--- src/rtl/pau_arbiter.sv ---
// pau_arbiter: round-robin sharing of one posit add/mul/div datapath between NREQ requesters
module pau_arbiter #(
    parameter int NREQ     = 2,
    parameter int N        = 32,
    parameter int MIN_WAIT = 3,
    parameter int TIMEOUT  = 15,
    parameter int CNT_W    = 4
) (
    input  logic              clk,
    input  logic              rst,
    input  logic [NREQ-1:0]   req_valid,
    output logic [NREQ-1:0]   req_ready,
    input  logic [2*NREQ-1:0] req_op,
    input  logic [N*NREQ-1:0] req_a,
    input  logic [N*NREQ-1:0] req_b,
    output logic [NREQ-1:0]   resp_valid,
    input  logic [NREQ-1:0]   resp_ready,
    output logic [N-1:0]      resp_data,
    output logic              resp_err,
    output logic              unit_start,
    output logic [1:0]        unit_op,
    output logic [N-1:0]      unit_a,
    output logic [N-1:0]      unit_b,
    input  logic              unit_done,
    input  logic [N-1:0]      unit_res_add,
    input  logic [N-1:0]      unit_res_mul,
    input  logic [N-1:0]      unit_res_div,
    output logic              busy
);
    localparam int IDW = (NREQ > 2) ? 2 : 1;

    typedef enum logic [1:0] {IDLE, BUSY, RESP} state_t;

    state_t           r_state, w_next;
    logic [IDW-1:0]   r_gnt, r_last, w_win_id, w_idx;
    logic             w_any, w_accept, w_release, w_done, w_timeout;
    logic [CNT_W-1:0] r_cnt;
    logic [1:0]       r_op;
    logic [N-1:0]     r_a, r_b, r_data, w_res;
    logic             r_err;

    assign w_done     = (r_state == BUSY) && unit_done && (r_cnt >= CNT_W'(MIN_WAIT));
    assign w_timeout  = r_cnt == CNT_W'(TIMEOUT);
    assign w_res      = (r_op == 2'b11) ? unit_res_div : (r_op == 2'b10) ? unit_res_mul : unit_res_add;
    assign unit_start = r_state == BUSY;
    assign busy       = r_state != IDLE;
    assign unit_op    = r_op;
    assign unit_a     = r_a;
    assign unit_b     = r_b;
    assign resp_data  = r_data;
    assign resp_err   = r_err;

    // first valid requester searching upward from the one served last
    always_comb begin
        w_any    = 1'b0;
        w_win_id = '0;
        w_idx    = '0;
        for (int k = 1; k <= NREQ; k++) begin
            w_idx = IDW'((int'(r_last) + k) % NREQ);
            if (!w_any && req_valid[w_idx]) begin
                w_any    = 1'b1;
                w_win_id = w_idx;
            end
        end
    end

    // next state, grant strobe and response strobe
    always_comb begin
        w_next     = r_state;
        req_ready  = '0;
        resp_valid = '0;
        w_accept   = 1'b0;
        w_release  = 1'b0;
        case (r_state)
            IDLE: if (w_any) begin
                req_ready[w_win_id] = 1'b1;
                w_accept            = 1'b1;
                w_next              = BUSY;
            end
            BUSY: w_next = (w_done || w_timeout) ? RESP : BUSY;
            RESP: begin
                resp_valid[r_gnt] = 1'b1;
                if (resp_ready[r_gnt]) begin
                    w_release = 1'b1;
                    w_next    = IDLE;
                end
            end
            default: w_next = IDLE;
        endcase
    end

    // state register
    always_ff @(posedge clk or negedge rst) begin
        if (!rst) r_state <= IDLE;
        else      r_state <= w_next;
    end

    // operand capture, settle/timeout counter, result capture, rr pointer
    always_ff @(posedge clk or negedge rst) begin
        if (!rst) begin
            r_gnt  <= '0;
            r_last <= IDW'(NREQ - 1);
            r_cnt  <= '0;
            r_op   <= '0;
            r_a    <= '0;
            r_b    <= '0;
            r_data <= '0;
            r_err  <= 1'b0;
        end else begin
            if (w_accept) begin
                r_gnt <= w_win_id;
                r_op  <= req_op[2*w_win_id +: 2];
                r_a   <= req_a[N*w_win_id +: N];
                r_b   <= req_b[N*w_win_id +: N];
                r_cnt <= '0;
            end
            if (r_state == BUSY) begin
                r_cnt <= w_timeout ? r_cnt : r_cnt + 1'b1;
                if (w_done) begin
                    r_data <= w_res;
                    r_err  <= 1'b0;
                end else if (w_timeout) begin
                    r_data <= '0;
                    r_err  <= 1'b1;
                end
            end
            if (w_release) r_last <= r_gnt;
        end
    end
endmodule

--- config.mk ---
export PLATFORM = sky130hd
export DESIGN_NAME = pau_arbiter
export DESIGN_NICKNAME = d
export VERILOG_FILES = /design/src/rtl/pau_arbiter.sv
export SDC_FILE = /design/constraint.sdc
export NUM_CORES = 1
export LEC_CHECK = 0
export CAP_MARGIN = 15
export CORE_ASPECT_RATIO = 0.5
export CORE_MARGIN = 1
export CORE_UTILIZATION = 37
export DETAILED_ROUTE_END_ITERATION = 10
export PLACE_DENSITY_LB_ADDON = 0.08
export SETUP_SLACK_MARGIN = 0.2
export SLEW_MARGIN = 20
export SYNTH_ARGS = -nofsm -noshare
export SYNTH_HDL_FRONTEND = slang
export SYNTH_SLANG_ARGS = --single-unit
--- constraint.sdc ---
create_clock -name clk -period 2.2 [get_ports clk]
set_input_delay 0.44 -clock clk [delete_from_list [all_inputs] [get_ports clk]]
set_output_delay 0.44 -clock clk [all_outputs]
set_load 0.05 [all_outputs]
==> results.cfg, run 1 <==
[outcome]
status = finished, final reports clean

[setup_path]
worstSetupEndpointType = output port
cpPeakStageDelay_ps = 830
path_delay_family = buffers and inverters
rrSetupSlack_ps = 490
cp.required_ps = 1760
slowest_stage = clkdlybuf4s50_1
r2r_end = resp_data[29]$_DFFE_PN0P_
arrival_ps = 1530
reg2reg_depth = 5
path_buf_inv = 1
cp_max_fo = 2
startpoint_type = register
path_class = register to output port
path_cells = clkdlybuf4s50_1
r2r_start = r_cnt[0]$_DFFE_PN0P_

[synth]
synth_area_per_cell_um2 = 11.01
synth_top_area_cell = dfrtp_1
ys_ff_latch = 107
synth_edf_count = 0
async_reset_ff_frac = 1.000
syn_nets = 715
yosysUniqueCellTypes = 35
synth_ff_type = dfrtp_1
ys_warn_count = 0
netlist_instances = 479
syn_area_um2 = 5273
synth.area.top_cells = dfrtp_1, mux2i_1, a221o_1
synth.most_common_cell = dfrtp_1
seq_area_frac_synth = 0.5081
ys_top_cells_by_count = dfrtp_1, mux2i_1, and3_1
synth_top_area_frac = 0.5031

[timing]
setup_viol = 0
fin_setup_tns_ps = 0
timing.fmax_mhz = 508.7
period_share = 0.8935
worst_pin_slew_ps = 640.2
rsz0062_at_grt = no
fin_skew_ps = 10.07
hold_violations = 0
drv_slew = 0
finalCriticalPeriod_ps = 1966
slew_headroom = 0.5732

[power_and_ir_drop]
p_leak_nw = 4.553
p_sw_w = 0.006593
netSwitchingFraction = 0.4826
finalPower_w = 0.01366
power_frac_clock = 0.122
combPwrFrac = 0.619
p_per_area_nw_per_um2 = 1461
p_seq_frac = 0.259
vdd_drop_max_uv = 722.8
p_int_w = 0.007068

[clock_tree]
clock_path_buffers = 2
cts_buffers = 9
clk_pin_slew_ps = 80
clockRootBuffer = clkbuf_16
cts_tree = yes
clk_latency_ps = 340
htree_levels = 3
clkSinkCount = 107

[place]
io_buffers = 339
gp_congestion = 0.7835
hpwlAfterDp_um = 13040
place_area_um2 = 8925

[routing]
routed_wirelength_um = 18100
vias = 5183
drtIter0Drc = 261
postRouteAntennaNets = 0
drt-pass1-iter-count = 4
viasPerCell = 5.183
drc = 0
route.detailed.wl_per_inst_um = 18.10

[floorplan]
rows = 30
core_um2 = 13740
ios = 340
die_w_um = 170.8
start_util = 0.3838
dieArea_um2 = 14760
die_h_um = 86.41

[final_layout]
nNetsFinal = 1039
num_antenna_cells = 0
drive_gt1_frac = 0.06807
fin_area_um2 = 9354
areaGrowthSynthToFinish_pct = 77.41

[min_path]
hold_class = primary input to async pin

[global_route]
gr-total-overflow = 0
grtUsageTotal = 0.2436
grt_pass1_wl_um = 27940
antenna_found_initial = 0
grt_max_degree = 70
grt_pass1_vias = 5272

[flow_run]
cap_violations = 0
==> power groups by stage <==
| stage | combinational, W | clock [W] | sequential (W) |
|---|---|---|---|
| floorplan | 0.00260 | 0 | 0.00641 |
| global placement | 0.00843 | 0 | 0.00354 |
| detailed placement | 0.00853 | 0 | 0.00356 |
| CTS | 0.00851 | 0.00171 | 0.00355 |
| global route | 0.00889 | 0.00179 | 0.00366 |
| finish | 0.00846 | 0.00166 | 0.00354 |
==> state kept, by name, summed over array words and instances, names as in the netlist <==
signal,cells
r_cnt,4
r_gnt,1
r_last,1
r_state,2
resp_data,32
resp_err,1
unit_a,32
unit_b,32
unit_op,2
==> area by class of cell <==
| type | count | area [µm²] |
|---|---|---|
| Timing Repair Buffer | 360 | 3765 |
| Sequential cell | 107 | 2681 |
| Clock buffer | 10 | 229.0 |
| Clock inverter | 6 | 70.07 |
| Inverter | 2 | 7.507 |
| Fill cell | 1083 | 4384 |
| Multi-Input combinational cell | 323 | 2361 |
| Tap cell | 192 | 240.2 |
==> cells by family after synthesis <==
kind of cell             synth area share
XOR/XNOR                         0.001661
buffers and inverters             0.05007
multiplexers                       0.1084
AO/OA/AOI/OAI                      0.2316
AND/OR/NAND/NOR                   0.09777
adder cells (fa/ha/maj)          0.002373
flip-flops                         0.5081
==> repair_timing <==
| action | in CTS | in global routing |
|---|---|---|
| pin swaps | 0 | 1 |
| setup endpoints to repair | 9 | 43 |
| gates resized for setup | 10 | 42 |
| hold buffers | 0 | 0 |
| setup buffers | 1 | 2 |
==> layout by cell type, fill, tap and decap left out, drive strengths merged, types with 3 or more instances in the layout <==
cell type / instances
buf: 29
dfrtp: 106
a22o: 33
nand2b: 3
mux2i: 56
clkbuf: 10
o21ai: 48
dlymetal6s2s: 42
clkdlybuf4s50: 282
nor2: 35
and3: 47
dlygate4sd2: 7
a21oi: 33
a221o: 44
a21o: 3
inv: 5
==> worst max path at each step <==
stage / slack [ps] / to / depth (start not counted) / from
floorplan: 330 / req_ready[1] / 4 / req_valid[1]
global route: 200 / resp_data[22] / 1 / resp_data[22]$_DFFE_PN0P_
finish: 230 / resp_data[22] / 1 / resp_data[22]$_DFFE_PN0P_
CTS: 200 / unit_b[20] / 1 / unit_b[20]$_DFFE_PN0P_
global placement: 200 / req_ready[1] / 4 / req_valid[1]
detailed placement: 140 / unit_b[1]$_DFFE_PN0P_ / 5 / req_valid[1]
==> through the flow <==
stage	worst slack (ps)	hold slack, ps	utilization	std cells
4_1_cts	200.9	38.70	0.6721	998
3_3_place_gp	199.4	418.3	0.6496	981
3_5_place_dp	139.1	417.9	0.6496	981
2_1_floorplan	334.8	144.4	-	479
5_1_grt	200.1	54.97	0.6809	1000
6_report	234.4	32.94	0.6809	1000
==> layer usage <==
| layer | routed length [µm] | GRT usage | up-vias |
|---|---|---|---|
| met3 | 1167 | 0.06530 | 27 |
| met5 | 0 | 0 | - |
| li1 | - | - | 2469 |
| met4 | 326 | 0.07386 | 0 |
| met2 | 9197 | 0.4341 | 179 |
| met1 | 7408 | 0.2902 | 2508 |
Power figures use the tool's default switching activity.
==> run 2, diff against run 1 <==
- ABC_AREA: unset -> 1
- RECOVER_POWER: unset -> 100
==> run 2 against run 1 <==
Clock-buffer cell count shrank 1. First-iteration DRC count rose by 24%. Clock power shrank 9%. Largest cell class unchanged. Die area grew 0.98%. Critical endpoint is now unit_a[8].
==> results.cfg, run 2 <==
[outcome]
status = finished, final reports clean

[clock_tree]
clk_pin_slew_ps = 80
cts_tree = yes
htree_levels = 3
clockRootBuffer = clkbuf_16
cts_buffers = 9
clock_path_buffers = 2
clk_latency_ps = 340
clkSinkCount = 107

[final_layout]
nNetsFinal = 1309
num_antenna_cells = 0
fin_util = 0.6614
finalNonFillerCells = 1270
layout_common_cells = nand2_1, clkdlybuf4s50_1, dfrtp_1
layout_commonest_cell = nand2_1
areaGrowthSynthToFinish_pct = 71.57
drive_gt1_frac = 0.04453

[setup_path]
path_buf_inv = 1
path_depth = 1
cp.required_ps = 1760
cpPeakStageDelay_ps = 880
startpoint_type = register
cp_max_fo = 2
path_delay_family = buffers and inverters
arrival_ps = 1590
slowest_stage = dlygate4sd3_1
path_cells = dlygate4sd3_1
worstSetupEndpointType = output port
path_class = register to output port
reg2reg_depth = 7

[global_route]
grtUsageTotal = 0.2361
gr-total-overflow = 0
antenna_found_initial = 0
grt_pass1_wl_um = 27430
grt_pass1_vias = 5457
grt_max_degree = 73

[routing]
routed_wirelength_um = 18090
vias = 5920
viasPerCell = 4.661
route.detailed.wl_per_inst_um = 14.25
postRouteAntennaNets = 0
drtIter0Drc = 324
drt-pass1-iter-count = 4
drc = 0

[synth]
synth_ff_type = dfrtp_1
seq_area_frac_synth = 0.5031
synth_edf_count = 0
synth_top_area_frac = 0.4981
ys_ff_latch = 107
yosysUniqueCellTypes = 22
async_reset_ff_frac = 1.000
ys_top_cells_by_count = nand2_1, dfrtp_1, nand3_1
synth_top_area_cell = dfrtp_1
synth.area.top_cells = dfrtp_1, nand2_1, nand3_1
ys_warn_count = 0
synth_area_per_cell_um2 = 7.167
syn_area_um2 = 5325
synth.most_common_cell = nand2_1
syn_nets = 979
netlist_instances = 743

[place]
gp_congestion = 0.8210
io_buffers = 339
dp.cells = 1252
hpwlAfterDp_um = 13460

[floorplan]
ios = 340
start_util = 0.3855
rows = 30
dieArea_um2 = 14910
die_w_um = 171.7
die_h_um = 86.83
core_um2 = 13810

[power_and_ir_drop]
p_leak_nw = 4.302
vdd_drop_max_uv = 808.4
p_per_area_nw_per_um2 = 1474

[timing]
fin_setup_tns_ps = 0
slew_headroom = 0.05883
timing.fmax_mhz = 491.6
finalCriticalPeriod_ps = 2034
drv_slew = 0
worst_pin_slew_ps = 1412
hold_violations = 0
period_share = 0.9246
setup_viol = 0
fin_skew_ps = 7.907
rsz0062_at_grt = yes

[flow_run]
cap_violations = 0

[min_path]
hold_class = primary input to async pin
==> run 2: kinds of logic (layout without fill, tap and decap cells) <==
| family | count (synthesis) | count (layout) | share of synthesized area |
|---|---|---|---|
| buffers and inverters | 53 | 388 | 0.04911 |
| AND/OR/NAND/NOR | 550 | 550 | 0.4149 |
| adder cells (fa/ha/maj) | 1 | 1 | 0.002349 |
| AO/OA/AOI/OAI | 32 | 32 | 0.03055 |
| flip-flops | 107 | 107 | 0.5031 |
==> run 2: per-layer routing <==
layer  routed length (µm)  global-route usage  vias up
li1                     -                   -     2974
met1                 7270              0.2665     2752
met2                 9365              0.4461      176
met3                 1220             0.06301       18
met4                  238             0.05276        0
met5                    0                   0        -
==> run 2: path summary, 6_finish.rpt <==
check                                           from                         to  slack, ps
hold / removal                                   rst   resp_data[3]$_DFFE_PN0P_        410
hold reg to reg            resp_data[22]$_DFFE_PN0P_  resp_data[22]$_DFFE_PN0P_        470
min in group clk           resp_data[22]$_DFFE_PN0P_  resp_data[22]$_DFFE_PN0P_        470
setup reg to reg              unit_op[1]$_DFFE_PN0P_   resp_data[2]$_DFFE_PN0P_        300
setup / recovery               unit_a[8]$_DFFE_PN0P_                  unit_a[8]        170
max in group asynchronous                        rst  resp_data[20]$_DFFE_PN0P_        440
==> run 2: what timing repair did <==
action                                  CTS  global route
setup buffers                             1             1
hold buffers                              0             0
endpoints found under the setup margin    6            12
gates resized for setup                   4            14
pin swaps                                 1             1
==> run 2: power breakdown <==
part / switching, W / internal, W
combinational: 0.00590 / 0.00258
clock: 0.000736 / 0.000777
sequential: 0.000515 / 0.00296
==> run 2: stage by stage <==
stage | power [W] | cell area [µm²] | setup slack, ps | hold WS, ps
5_1_grt | 0.01429 | 9136 | 92.20 | 487.6
3_3_place_gp | 0.01231 | 8922 | 144.9 | 366.8
4_1_cts | 0.01400 | 9208 | 131.5 | 2.522
6_report | 0.01347 | 9136 | 165.9 | 411.4
3_5_place_dp | 0.01245 | 8922 | 69.53 | 363.4
2_1_floorplan | 0.009237 | 5325 | 438.3 | 144.4
==> run 2: cell type report <==
| class | count | area, µm² |
|---|---|---|
| clock inverters | 7 | 52.55 |
| multi-input cells | 583 | 2382 |
| repair buffers | 358 | 3505 |
| well taps | 192 | 240.2 |
| inverters | 14 | 52.55 |
| clock buffers | 9 | 225.2 |
| fillers | 1225 | 4677 |
| flip-flops and latches | 107 | 2679 |
